File: src/rtl/macrocell_cfg_loader.sv
// Serial fuse loader for the macrocell XOR/D-path selects: parity-checked frames are
// staged in a shadow register and committed to the live selects only if every frame passes.
module macrocell_cfg_loader #(
  parameter int NUM_MC = 16,
  parameter int MCW    = 5
) (
  input  logic              clk,
  input  logic              rst_n,
  input  logic              start,
  input  logic              abort,
  input  logic              cfg_valid,
  input  logic              cfg_bit,
  output logic              cfg_ready,
  output logic [NUM_MC-1:0] xor_inv_mux,
  output logic [NUM_MC-1:0] o_mux,
  output logic [NUM_MC-1:0] d_mux,
  output logic              busy,
  output logic              done,
  output logic              err
);

  typedef enum logic [1:0] {IDLE, SHIFT, DONE} state_t;

  state_t            state, state_nxt;
  logic [1:0]        bit_cnt, bit_cnt_nxt;
  logic [MCW-1:0]    mc_idx, mc_idx_nxt;
  logic [2:0]        frame_buf, frame_buf_nxt;
  logic [NUM_MC-1:0] sh_xor, sh_xor_nxt;
  logic [NUM_MC-1:0] sh_o, sh_o_nxt;
  logic [NUM_MC-1:0] sh_d, sh_d_nxt;
  logic [NUM_MC-1:0] live_xor_nxt, live_o_nxt, live_d_nxt;
  logic              err_nxt;

  function automatic logic odd_parity(input logic [3:0] frame);
    return ^frame;
  endfunction

  assign busy      = (state == SHIFT);
  assign done      = (state == DONE);
  assign cfg_ready = (state == SHIFT) && !abort;

  always_comb begin
    state_nxt     = state;
    bit_cnt_nxt   = bit_cnt;
    mc_idx_nxt    = mc_idx;
    frame_buf_nxt = frame_buf;
    sh_xor_nxt    = sh_xor;
    sh_o_nxt      = sh_o;
    sh_d_nxt      = sh_d;
    live_xor_nxt  = xor_inv_mux;
    live_o_nxt    = o_mux;
    live_d_nxt    = d_mux;
    err_nxt       = err;
    case (state)
      IDLE: begin
        if (start) begin
          state_nxt   = SHIFT;
          bit_cnt_nxt = 2'd0;
          mc_idx_nxt  = '0;
          err_nxt     = 1'b0;
          sh_xor_nxt  = '0;
          sh_o_nxt    = '0;
          sh_d_nxt    = '0;
        end
      end
      SHIFT: begin
        if (abort) begin
          state_nxt = IDLE;
        end else if (cfg_valid) begin
          if (bit_cnt != 2'd3) begin
            // Shift right so that after three data bits frame_buf = {d, o, xor}.
            frame_buf_nxt = {cfg_bit, frame_buf[2:1]};
            bit_cnt_nxt   = bit_cnt + 2'd1;
          end else begin
            if (odd_parity({cfg_bit, frame_buf})) begin
              for (int i = 0; i < NUM_MC; i++) begin
                if (mc_idx == MCW'(i)) begin
                  sh_xor_nxt[i] = frame_buf[0];
                  sh_o_nxt[i]   = frame_buf[1];
                  sh_d_nxt[i]   = frame_buf[2];
                end
              end
            end else begin
              err_nxt = 1'b1;
            end
            bit_cnt_nxt = 2'd0;
            mc_idx_nxt  = mc_idx + MCW'(1);
            if (mc_idx == MCW'(NUM_MC - 1)) begin
              state_nxt = DONE;
              // Commit includes the frame checked on this very edge.
              if (!err_nxt) begin
                live_xor_nxt = sh_xor_nxt;
                live_o_nxt   = sh_o_nxt;
                live_d_nxt   = sh_d_nxt;
              end
            end
          end
        end
      end
      DONE:    state_nxt = IDLE;
      default: state_nxt = IDLE;
    endcase
  end

  always_ff @(posedge clk or negedge rst_n) begin
    if (!rst_n) begin
      state       <= IDLE;
      bit_cnt     <= 2'd0;
      mc_idx      <= '0;
      frame_buf   <= 3'd0;
      sh_xor      <= '0;
      sh_o        <= '0;
      sh_d        <= '0;
      xor_inv_mux <= '0;
      o_mux       <= '0;
      d_mux       <= '0;
      err         <= 1'b0;
    end else begin
      state       <= state_nxt;
      bit_cnt     <= bit_cnt_nxt;
      mc_idx      <= mc_idx_nxt;
      frame_buf   <= frame_buf_nxt;
      sh_xor      <= sh_xor_nxt;
      sh_o        <= sh_o_nxt;
      sh_d        <= sh_d_nxt;
      xor_inv_mux <= live_xor_nxt;
      o_mux       <= live_o_nxt;
      d_mux       <= live_d_nxt;
      err         <= err_nxt;
    end
  end

endmodule

File: config.mk
export PLATFORM = sky130hd
export DESIGN_NAME = macrocell_cfg_loader
export DESIGN_NICKNAME = d
export VERILOG_FILES = /design/src/rtl/macrocell_cfg_loader.sv
export SDC_FILE = /design/constraint.sdc
export NUM_CORES = 1
export LEC_CHECK = 0
export ABC_AREA = 1
export CORE_ASPECT_RATIO = 0.7
export CORE_MARGIN = 2
export CORE_UTILIZATION = 30
export DETAILED_ROUTE_END_ITERATION = 10
export PLACE_DENSITY = 0.56
export SYNTH_ARGS = -nofsm -noshare
export SYNTH_HDL_FRONTEND = slang
export SYNTH_SLANG_ARGS = --single-unit
File: constraint.sdc
create_clock -name clk -period 2.8 [get_ports clk]
set_input_delay 0.56 -clock clk [delete_from_list [all_inputs] [get_ports clk]]
set_output_delay 0.56 -clock clk [all_outputs]
set_load 0.01 [all_outputs]
==> results.yml <==
final_layout:
  fin_cells: 1162
  drive_above_1_share_pct: 6.24
  final_core_utilization_pct: 36.6
  fillers: 2022
  syn2layout_area_growth_pct: 19.1
  n_antenna_cell: 0
  final_nets: 906
  layout_commonest_cell: "nand2_1"
  layout_common_cells: "nand2_1, dfrtp_1, clkdlybuf4s50_1"
clocking:
  cts.repair.resized: 0
  cts_setup_buffers: 0
  cts_tree: "built"
  clock-sinks: 109
  path_clk_slew_ns: 0.07
  clk-insertion-delay-late_ns: 0.36
  clk_path_buf_depth: 2
  hold_buffers: 0
  clock-root-buffer: "clkbuf_16"
  cts_made_buffers: 9
  h-tree-depth: 3
global_route:
  grt_max_degree: 51
  grt-busiest-layer: "met2"
  globalRouteMet2Util_pct: 26.8
  grt_antenna_before_repair: 0
  grt_pass1_wl_um: 27100
  grt_pass1_vias: 5144
  use_met3_pct: 3.14
  track_usage_pct: 16.8
  use_met1_pct: 24.1
  grt_overflow_total: 0
power:
  ir_drop_uv: 435
  power.leakage_nw: 3.84
  power.density_mw_per_mm2: 550
sta:
  drv_slew: 0
  fin_skew_ns: 0.00910
  relSlewSlack_pct: 61.8
  min_period_over_period_pct: 84.7
  tightest_slew_ns: 0.572
  rsz0062_at_grt: "false"
  final.min_clock_period_ns: 2.37
  final_hold_viol_count: 0
  tns_ns: 0
  fmax_ghz: 0.421
  setup_viol: 0
floorplan:
  io_pins: 58
  core-area_mm2: 0.0190
  initial_core_util_pct: 30.7
  die_area_mm2: 0.0206
  die_h_um: 121
  rows: 42
  die_w_um: 171
placement:
  dpl.cell_count: 1147
  dp_hpwl_um: 10900
  io_buffers: 57
  gp_congestion: 0.800
setup_path:
  crit_arrival_ns: 1.81
  cp-start-kind: "primary input"
  worstSetupPathType: "primary input to output port"
  path_max_fanout: 7
  critPathRequiredTime_ns: 2.24
  worst_setup_path_end_kind: "output port"
routing:
  drc: 0
  drtAntennaViolNets: 0
  dr_total_vias: 5205
  vias_per_cell: 4.48
  first_pass_iters: 5
  drtIter0Drc: 469
  wl_per_cell_um: 13.9
  wl_um: 16100
synth:
  synth_warnings: 0
  synth_seq_area_share_pct: 46.8
  yosysTopAreaCell: "dfrtp_1"
  synth_cell_types: 23
  synth_top_area_share_pct: 46.8
  synthTopCellsByArea: "dfrtp_1, nand2_1, nand3_1"
  syn_avg_cell_area_um2: 6.89
  synthCells: 845
  syn_nets: 857
  synth.cell_area_mm2: 0.00582
  synth-seq-cells: 109
worst_hold_path:
  hp-class: "primary input to asynchronous set/reset pin"
flow_run:
  max-cap-violations: 0
status:
  status: "finished clean"
-- state kept, by name, indices dropped and copies added (netlist names) --
signal	count
mc_idx	5
sh_d	16
err	1
o_mux	16
sh_xor	16
xor_inv_mux	16
state	2
d_mux	16
frame_buf	3
bit_cnt	2
sh_o	16
-- Yosys cell counts, drive strengths merged --
master / instances
a22oi: 1
nand3: 50
o21ai: 11
a21oi: 3
a21boi: 1
clkbuf: 10
nor3: 1
nand4: 2
buf: 34
dfrtp: 109
ha: 6
nor2: 18
inv: 24
nand2: 575
-- path summary, 6_finish.rpt --
path	startpoint	to	slack [ns]	cells past startpoint
worst max-delay path	abort	cfg_ready	0.43	3
worst min-delay path	rst_n	mc_idx[0]	0.16	1
worst max register to register	mc_idx[0]	xor_inv_mux[10]	0.83	10
worst min register to register	xor_inv_mux[12]	xor_inv_mux[12]	0.48	2
max in group asynchronous	rst_n	xor_inv_mux[4]	1.97	2
min in group clk	xor_inv_mux[12]	xor_inv_mux[12]	0.48	2
-- power by group --
part / switching (mW) / internal [mW] / total [mW]
Clock: 0.594 / 0.603 / 1.20
Combinational: 0.689 / 0.255 / 0.945
Sequential: 0.0642 / 1.61 / 1.67
-- per-stage QoR --
stage | setup slack (ns) | area, um2 | power [mW] | hold slack (ns)
finish | 0.427 | 6940 | 3.82 | 0.157
global route | 0.372 | 6940 | 4.00 | 0.188
CTS | 0.416 | 6940 | 3.85 | 0.172
detailed placement | 0.416 | 6670 | 2.64 | 0.467
global placement | 0.424 | 6670 | 2.64 | 0.467
floorplan | 1.13 | 5820 | 2.34 | 0.264
-- cell families after synthesis --
logic type | count (synthesis) | share of synthesized area (%)
AO/OA/AOI/OAI | 16 | 1.46
adder cells (fa/ha/maj) | 6 | 1.29
buffers and inverters | 68 | 6.60
flip-flops | 109 | 46.8
AND/OR/NAND/NOR | 646 | 43.8
-- cell type report --
cell class	instances	area (um2)	area share, %
Sequential cell	109	2730	39.3
Clock inverter	5	37.5	0.541
Timing Repair Buffer	82	806	11.6
Multi-Input combinational cell	668	2720	39.2
Clock buffer	10	229	3.30
Inverter	24	90.1	1.30
Tap cell	264	330	4.76
-- critical path, cell delays in order --
cell and delay, ns:
clkdlybuf4s50_1 0.50, nor2_8 0.19, clkdlybuf4s50_1 0.55
-- layer usage --
metal,up-vias,wire [um]
met5,-,0
met1,2394,7910
met4,0,108
met2,136,7190
met3,11,930
li1,2664,-
Note: power is estimated with default switching activity, not from simulation.
